`src/rtl/fa.sv`:
```
// 1-bit full adder with a configurable register pipeline (LATENCY stages),
// a valid bit travelling alongside the data, and a saturating counter of
// valid results that produced a carry-out.
module fa #(
    parameter int LATENCY = 1,
    parameter int CNT_W   = 8
) (
    input  logic             clk,
    input  logic             rst,
    input  logic             in_valid,
    input  logic             a,
    input  logic             b,
    input  logic             cin,
    output logic             sum,
    output logic             cout,
    output logic             out_valid,
    output logic [CNT_W-1:0] carry_cnt
);

    // Reject unsupported pipeline depths at elaboration time.
    generate
        if (LATENCY < 1 || LATENCY > 4) begin : g_bad_latency
            $error("fa: LATENCY must be in 1..4");
        end
    endgenerate

    localparam logic [CNT_W-1:0] CNT_MAX = '1;
    localparam logic [CNT_W-1:0] CNT_ONE = CNT_W'(1);

    // Bit i of each vector is pipeline stage i; stage LATENCY-1 drives the outputs.
    logic [LATENCY-1:0] sum_q, sum_d;
    logic [LATENCY-1:0] cout_q, cout_d;
    logic [LATENCY-1:0] vld_q, vld_d;
    logic [CNT_W-1:0]   cnt_q, cnt_d;

    // Fresh result enters at the bottom of each chain; the chain is one
    // wider than the pipeline so the shift works for LATENCY=1 as well.
    logic               sum_in, cout_in;
    logic [LATENCY:0]   sum_chain, cout_chain, vld_chain;

    // Full-adder arithmetic and one-stage shift of every pipeline lane.
    always_comb begin
        sum_in     = a ^ b ^ cin;
        cout_in    = (a & b) | (a & cin) | (b & cin);
        sum_chain  = {sum_q, sum_in};
        cout_chain = {cout_q, cout_in};
        // Only the valid lane is forced clean; data lanes may carry junk
        // when in_valid is low and consumers must look at out_valid.
        vld_chain  = {vld_q, in_valid};
        sum_d      = sum_chain[LATENCY-1:0];
        cout_d     = cout_chain[LATENCY-1:0];
        vld_d      = vld_chain[LATENCY-1:0];
    end

    // Count valid carry-producing results at the output stage, sticking at full scale.
    always_comb begin
        cnt_d = cnt_q;
        if (vld_q[LATENCY-1] && cout_q[LATENCY-1] && (cnt_q != CNT_MAX)) begin
            cnt_d = cnt_q + CNT_ONE;
        end
    end

    // State update; reset flushes every stage so no in-flight result survives it.
    always_ff @(posedge clk) begin
        if (rst) begin
            sum_q  <= '0;
            cout_q <= '0;
            vld_q  <= '0;
            cnt_q  <= '0;
        end else begin
            sum_q  <= sum_d;
            cout_q <= cout_d;
            vld_q  <= vld_d;
            cnt_q  <= cnt_d;
        end
    end

    assign sum       = sum_q[LATENCY-1];
    assign cout      = cout_q[LATENCY-1];
    assign out_valid = vld_q[LATENCY-1];
    assign carry_cnt = cnt_q;

endmodule

```
`config.mk`:
```
export PLATFORM = sky130hd
export DESIGN_NAME = fa
export DESIGN_NICKNAME = d
export VERILOG_FILES = /design/src/rtl/fa.sv
export SDC_FILE = /design/constraint.sdc
export NUM_CORES = 1
export LEC_CHECK = 0
export ABC_AREA = 1
export BUFFER_PORTS_ARGS = -buffer_cell sky130_fd_sc_hd__buf_2
export CORE_AREA = 4 4 41 43
export DETAILED_ROUTE_END_ITERATION = 10
export DIE_AREA = 0 0 45 47
export PLACE_DENSITY_LB_ADDON = 0.3
export SKIP_LAST_GASP = 1
export SLEW_MARGIN = 10
export SYNTH_ARGS = -nofsm -noshare
export SYNTH_HDL_FRONTEND = slang
export SYNTH_SLANG_ARGS = --single-unit
```
`constraint.sdc`:
```
create_clock -name clk -period 1.7 [get_ports clk]
set_input_delay 0.34 -clock clk [delete_from_list [all_inputs] [get_ports clk]]
set_output_delay 0.34 -clock clk [all_outputs]
set_load 0.005 [all_outputs]
```
==> impl_metrics.ini, run 1 <==
[routing]
viasPerCell = 4.52
antenna_left = 0
dr.pass1.iters = 3
vias = 515
drtIter0Drc = 2
drc_errors = 0
wl_per_cell_um = 9.30
drt_wl_total_mm = 1.06

[timing]
fin_crit_ns = 1.39
rsz0062_at_grt = false
slew_violations = 0
tightest_slew_ns = 0.251
fin_setup_tns_ns = 0
relSlewSlack_pct = 83.3
finClkSkew_ns = 0.00595
hold_viol = 0
fmax_ghz = 0.720
period_share_pct = 81.7
setup_violations = 0

[clock_network]
cts_buffer_depth = 2
clock_latency_ns = 0.27
clockRootBuffer = clkbuf_4
clock_sinks = 11
clk_transition_reported_paths_ns = 0.07
postCtsHoldBufs = 0
cts_resized = 0
h-tree-depth = 1
cts_made_buffers = 3
cts_tree = built
post-cts-setup-buffers = 0

[finish]
layout-drive-gt1-share_pct = 25.3
final_nets = 108
layout_common_cells = nor2_1 (18), nand2_1 (17), buf_2 (16), inv_1 (11), dfxtp_1 (11)
diodes = 0
final_area_um2 = 662
areaGrowthSynthToFinish_pct = 20.8
mostFrequentLayoutCell = nor2_1

[critical_path]
required_ns = 1.87
critical_path_class = register to register
crit_chain = ha_1 -> nand2_1 -> inv_2 -> nand3_2 -> nand2_1 -> inv_1 -> nor2_1 -> nor2_1
start_kind = register
slowest_stage = dfxtp_1
worstPathArrival_ns = 1.56
slowest_delay_ns = 0.38
crit_path_end_kind = register
path_max_fanout = 11

[logic_synthesis]
synth_top_cell_area_share_pct = 40.2
avgSynthCellArea_um2 = 6.85
synth_cells = 80
synth_warnings = 0
synth_area_um2 = 548
synth.area.top_cells = dfxtp_1 (40%), nor2_1 (12%), nand2_1 (12%)
yosys_register_bits = 11
synth_fp_nets = 88
synth.distinct_cells = 14
ys_seq_area_share_pct = 40.2
synth_top_area_cell = dfxtp_1

[power]
ir_worst_vdd_v = 0.000339
p_leak_nw = 0.340
powerDensity_nw_per_um2 = 734

[grt]
grtUsageTotal_pct = 13.0
grtUsageMet2_pct = 18.1
top_usage_layer = met2
met1_usage_pct = 15.2
grt_util_met3_pct = 4.98
overflow = 0
antenna_found_initial = 0
grt_pass1_wl_mm = 1.88
grt_max_degree = 12
grt_pass1_vias = 460

[placed_design]
place_area_um2 = 636
portBuffers = 16
gp_congestion = 0.758
dp_hpwl_um = 811

[floorplan]
start_util_pct = 42.1
core_area_um2 = 1300
io_pins = 17
die-area_um2 = 2120
die_x_um = 45
rows = 13
die_height_um = 47

[run]
drv_cap = 0

[min_path]
hp-class = primary input to register

[run_status]
status = finished, final reports clean
-- worst paths after layout --
| path | startpoint | endpoint | slack (ns) | cells after the start |
|---|---|---|---|---|
| max | carry_cnt[1] | carry_cnt[0] | 0.31 | 8 |
| min | rst | sum | 0.27 | 2 |
| max reg2reg | carry_cnt[1] | carry_cnt[0] | 0.31 | 8 |
| min reg2reg | carry_cnt[0] | carry_cnt[0] | 0.53 | 2 |
-- cells in the mapped netlist, drive strengths merged --
cell type,n
a21oi,4
buf,1
dfxtp,11
fa,1
ha,1
inv,13
nand2,19
nand3,9
nor2,19
nor3,2
-- sequential cells by signal, summed over array words and instances, names as in the netlist --
name / cells
carry_cnt: 8
cout: 1
out_valid: 1
sum: 1
-- routing by layer --
layer  up-vias  share of wire (%)
met5         -                  0
li1        279                  -
met1       222                 47
met3         4                5.6
met4         0                3.1
met2        10                 44
-- logic make-up after synthesis --
group	Yosys count	synth area share, %
adder cells (fa/ha/maj)	2	5.94
AO/OA/AOI/OAI	4	3.65
AND/OR/NAND/NOR	49	39.3
flip-flops	11	40.2
buffers and inverters	14	11.0
-- report_power, final --
part | internal, mW | switching [mW] | total, mW
Clock | 0.0910 | 0.0906 | 0.182
Sequential | 0.265 | 0.00389 | 0.269
Combinational | 0.0164 | 0.0195 | 0.0359
-- critical path, delay by kind of cell (launching register included) --
| family | cells | cell delay [ns] |
|---|---|---|
| adder cells (fa/ha/maj) | 1 | 0.19 |
| AND/OR/NAND/NOR | 5 | 0.56 |
| buffers and inverters | 2 | 0.15 |
| flip-flops | 1 | 0.38 |
-- metrics by stage --
step           cells  hold slack (ns)  power [mW]  utilization [%]  setup WS, ns
2_1_floorplan     80            0.411       0.293                -         0.483
3_3_place_gp     110            0.514       0.310             48.8         0.372
3_5_place_dp     110            0.527       0.311             48.8         0.325
4_1_cts          114            0.268       0.493             50.9         0.316
5_1_grt          114            0.287       0.516             50.9         0.149
6_report         114            0.271       0.486             50.9         0.312
-- area by class of cell --
type	instances	area (um^2)
Clock buffer	4	26.3
Fill cell	138	639
Inverter	13	48.8
Multi-Input combinational cell	55	268
Sequential cell	11	220
Tap cell	15	18.8
Timing Repair Buffer	16	80.1
Note: power is estimated with default switching activity, not from simulation.
==> run 2: changes to the inputs <==
- CORE_AREA: 4 4 41 43 -> unset
- CORE_MARGIN: unset -> 4
- CORE_UTILIZATION: unset -> 42
- DIE_AREA: 0 0 45 47 -> unset
- clock period: 1.7 -> 1.1 ns (I/O delays scaled with it)
==> run 2 against run 1 <==
Against the previous run: the flow now finishes with violations (setup timing); clock power increased by 56%; critical path depth increased by 1; setup slack got worse by 0.39 ns; critical endpoint is now carry_cnt[4].
==> impl_metrics.ini, run 2 (synthesis results as in run 1) <==
[critical_path]
required_ns = 1.27
slowest_stage = dfxtp_4
crit_path_end_kind = register
path_max_fanout = 3
r2r_end = carry_cnt[4]
critical_path_class = register to register
start_kind = register
regToRegStartpoint = carry_cnt[0]
worstPathArrival_ns = 1.35
cp_top_family = simple AND/OR/NAND/NOR gates
reg2reg_depth = 9
crit_chain = ha_4 -> nand2_4 -> inv_4 -> buf_6 -> nand2_2 -> nor2_4 -> nand3_2 -> nand2_1 -> nor2_1
slowest_delay_ns = 0.37
r2r_setup_slack_ns = -0.08
critical_path_buf_inv_count = 2

[finish]
final_nets = 122
diodes = 0
layout_common_cells = nor2_1 (16), nand2_1 (15), buf_2 (15), inv_1 (11), buf_4 (9)
final_area_um2 = 881
largest_reg_flops = 8
mostFrequentLayoutCell = nor2_1
final_util_pct = 75.2
areaGrowthSynthToFinish_pct = 60.7
layout-drive-gt1-share_pct = 50.4

[routing]
wl_per_cell_um = 11.5
vias = 608
drtIter0Drc = 17
drt_wl_total_mm = 1.46
antenna_left = 0
dr.pass1.iters = 4
drc_errors = 0
viasPerCell = 4.79

[clock_network]
clk_transition_reported_paths_ns = 0.07
clock_latency_ns = 0.28
cts_buffer_depth = 2
clockRootBuffer = clkbuf_4
cts_made_buffers = 3
h-tree-depth = 1
cts_tree = built
postCtsHoldBufs = 0
clock_sinks = 11

[min_path]
worstHoldEndpoint = sum
holdPathStages = 2
hold_start = rst
hp-class = primary input to register

[placed_design]
place_area_um2 = 756
preCtsSetupSlack_ns = -0.105
portBuffers = 16
gp_congestion = 0.815
dp_hpwl_mm = 1.06

[floorplan]
die_height_um = 44.1
die_x_um = 44.1
rows = 12
core_area_um2 = 1170
io_pins = 17
start_util_pct = 46.8
die-area_um2 = 1950

[timing]
period_share_pct = 108
hold-worst-slack_ns = 0.140
slew_violations = 0
hold_viol = 0
tightest_slew_ns = 0.265
finClkSkew_ns = 0.00636
rsz0062_at_grt = true
fin_ws_ns = -0.0832
fmax_ghz = 0.845
relSlewSlack_pct = 82.3
setup_violations = 8
fin_crit_ns = 1.18

[power]
ir_worst_vdd_v = 0.000672
pwr-share-seq_pct = 54.0
p_int_mw = 0.580
combPwrFrac_pct = 8.9
swShare_pct = 24.2
pwr-share-clk_pct = 37.1
powerDensity_nw_per_um2 = 868
totalPowerFinal_mw = 0.765
p_leak_nw = 0.440
p_switching_mw = 0.185

[grt]
grtUsageTotal_pct = 15.1
grt_pass1_vias = 520
antenna_found_initial = 0
overflow = 0
grt_pass1_wl_mm = 2.15
grt_max_degree = 9

[run_status]
status = finished, violations left
failed_checks = setup timing

[run]
drv_cap = 0
[run 2: changes by cell type in the layout (fill, tap and decap cells not counted), sizes merged]
cell and delta:
buf +14
[run 2: final cells by class]
class | instances | area [um^2]
clock buffer | 4 | 26.3
fill | 84 | 290
inverter | 13 | 51.3
multi-input combinational | 55 | 344
sequential | 11 | 231
tap | 14 | 17.5
timing repair buffer | 30 | 210
[run 2: metrics by stage]
step / std cells / TNS (ns)
4_1_cts: 126 / -0.630
3_5_place_dp: 122 / -0.604
5_1_grt: 127 / -1.05
2_1_floorplan: 80 / -0.0335
6_report: 127 / -0.401
3_3_place_gp: 122 / -0.173
[run 2: what timing repair did]
action	in CTS	in global routing
resized for setup	7	17
pin swaps	4	9
buffers inserted	0	2
setup endpoints to repair	11	15
[run 2: power groups by stage]
stage | sequential [mW] | clock (mW) | combinational (mW)
floorplan | 0.426 | 0 | 0.0280
global placement | 0.423 | 0 | 0.0621
detailed placement | 0.424 | 0 | 0.0639
CTS | 0.413 | 0.293 | 0.0655
global route | 0.414 | 0.315 | 0.0785
finish | 0.413 | 0.284 | 0.0681
[run 2: worst max-delay path by stage]
| stage | startpoint | end | slack, ns | depth (start not counted) |
|---|---|---|---|---|
| 3_5_place_dp | carry_cnt[1] | carry_cnt[4] | -0.11 | 9 |
| 5_1_grt | carry_cnt[0] | carry_cnt[1] | -0.13 | 8 |
| 6_report | carry_cnt[0] | carry_cnt[4] | -0.08 | 9 |
| 3_3_place_gp | carry_cnt[1] | carry_cnt[7] | -0.04 | 6 |
| 4_1_cts | carry_cnt[1] | carry_cnt[2] | -0.09 | 7 |
| 2_1_floorplan | carry_cnt[0] | carry_cnt[3] | -0.009 | 7 |
[run 2: per-layer routing]
metal	wire length (um)	global-route usage [%]
met1	573	17.8
met2	738	25.3
met5	0	0
met4	35	5.42
met3	110	4.88
==> run 3: changes to the inputs <==
- CELL_PAD_IN_SITES_DETAIL_PLACEMENT: unset -> 1
- CELL_PAD_IN_SITES_GLOBAL_PLACEMENT: unset -> 1
- CORE_ASPECT_RATIO: unset -> 0.8
- CORE_UTILIZATION: 42 -> 29
- PLACE_DENSITY_LB_ADDON: 0.3 -> 0.1
==> run 3 against run 2 <==
Against the previous run: the flow still finishes with violations (setup timing); non-clock buffer count up 4; setup slack worse by 0.038 ns; power fell by 0.48%; routed wire length is 29% higher; final cell count grew 10%; global-route usage up 0.80 points; die area rose by 36%.
==> impl_metrics.ini, run 3 (synthesis results as in run 1) <==
[placed_design]
place_area_um2 = 743
gp_congestion = 0.751
portBuffers = 16
dp_hpwl_mm = 1.19

[finish]
final_area_um2 = 945
mostFrequentLayoutCell = nor2_1
areaGrowthSynthToFinish_pct = 72.4
final_util_pct = 55.3
final_nets = 127
n_fill_cell = 214
largest_reg_flops = 8
layout-drive-gt1-share_pct = 52.5
diodes = 0
layout_common_cells = nor2_1 (16), nand2_1 (14), buf_2 (14), inv_1 (11), buf_4 (11)

[critical_path]
crit_path_end_kind = register
path_max_fanout = 4
regToRegStartpoint = carry_cnt[0]
start_kind = register
critical_path_class = register to register
worstPathArrival_ns = 1.39
reg2reg_depth = 6
r2r_setup_slack_ns = -0.12
required_ns = 1.27
r2r_end = carry_cnt[5]

[min_path]
hp-class = primary input to register
holdPathStages = 2
hold_start = rst
worstHoldEndpoint = sum

[clock_network]
cts_tree = built
clock_latency_ns = 0.27
postCtsHoldBufs = 0
clk_transition_reported_paths_ns = 0.08
clockRootBuffer = clkbuf_4
cts_made_buffers = 3
cts_buffer_depth = 2
h-tree-depth = 1
clock_sinks = 11

[grt]
overflow = 0
grt_pass1_wl_mm = 3.10
grtUsageTotal_pct = 15.9
grt_pass1_vias = 684
grt_max_degree = 9
antenna_found_initial = 0

[timing]
fin_ws_ns = -0.121
hold_viol = 0
fin_setup_tns_ns = -0.481
relSlewSlack_pct = 79.9
tightest_slew_ns = 0.301
rsz0062_at_grt = true
finClkSkew_ns = 0.00417
setup_violations = 10
fmax_ghz = 0.819
fin_crit_ns = 1.22
slew_violations = 0
period_share_pct = 111

[routing]
drt_wl_total_mm = 1.88
wl_per_cell_um = 13.4
drtIter0Drc = 10
antenna_left = 0
dr.pass1.iters = 2
vias = 635
drc_errors = 0
viasPerCell = 4.54

[power]
p_leak_nw = 0.480
ir_worst_vdd_v = 0.000703
powerDensity_nw_per_um2 = 806
totalPowerFinal_mw = 0.761

[floorplan]
die-area_um2 = 2650
core_area_um2 = 1710
die_height_um = 46.9
rows = 13
io_pins = 17
die_x_um = 56.6
start_util_pct = 32.1

[run]
drv_cap = 0

[run_status]
status = finished, violations left
failed_checks = setup timing
[run 3: through the flow]
step	instances	setup slack, ns	hold WS, ns
after floorplan	80	-0.00882	0.291
after global placement	127	-0.128	0.424
after detailed placement	127	-0.221	0.427
after CTS	137	-0.0657	0.137
after global routing	140	-0.153	0.143
final	140	-0.121	0.143
[run 3: metal layers]
layer	up-vias	routed length (um)	GRT usage (%)	part of all wire [%]
met5	-	0	0	0
met4	0	10	4.27	0.53
met3	2	102	6.32	5.4
met2	15	963	29.5	51
met1	296	806	17.4	43
li1	322	-	-	-
[run 3: repair_timing]
action                                  CTS  global route
cloned                                    1             0
pin swaps                                 6             6
endpoints found under the setup margin   11            16
resized for setup                        13            17
buffers inserted                          5             3
[run 3: worst max path at each step]
| stage | end | slack (ns) | depth (start not counted) | start |
|---|---|---|---|---|
| 3_3_place_gp | carry_cnt[0] | -0.13 | 8 | carry_cnt[0] |
| 2_1_floorplan | carry_cnt[3] | -0.009 | 7 | carry_cnt[0] |
| 5_1_grt | carry_cnt[5] | -0.15 | 6 | carry_cnt[1] |
| 4_1_cts | carry_cnt[5] | -0.07 | 6 | carry_cnt[1] |
| 6_report | carry_cnt[5] | -0.12 | 6 | carry_cnt[0] |
| 3_5_place_dp | carry_cnt[1] | -0.22 | 8 | carry_cnt[0] |
[run 3: final cells by class]
cell class / instances / area, um^2 / share of cell area, %
Timing Repair Buffer: 34 / 254 / 26.9
Tap cell: 22 / 27.5 / 2.91
Clock buffer: 4 / 26.3 / 2.78
Sequential cell: 11 / 240 / 25.4
Inverter: 13 / 51.3 / 5.43
Multi-Input combinational cell: 56 / 345 / 36.6
[run 3: report_power, final]
group | switching, mW | total [mW] | internal, mW
clock | 0.148 | 0.289 | 0.141
combinational | 0.0361 | 0.0659 | 0.0299
sequential | 0.00626 | 0.406 | 0.400
[run 3: critical path: stages (launching register included)]
cell	delay (ns)
dfxtp_4	0.36
buf_4	0.12
nand3_1	0.12
nor3_1	0.26
nand3_1	0.12
nand2_1	0.08
nor2_1	0.05
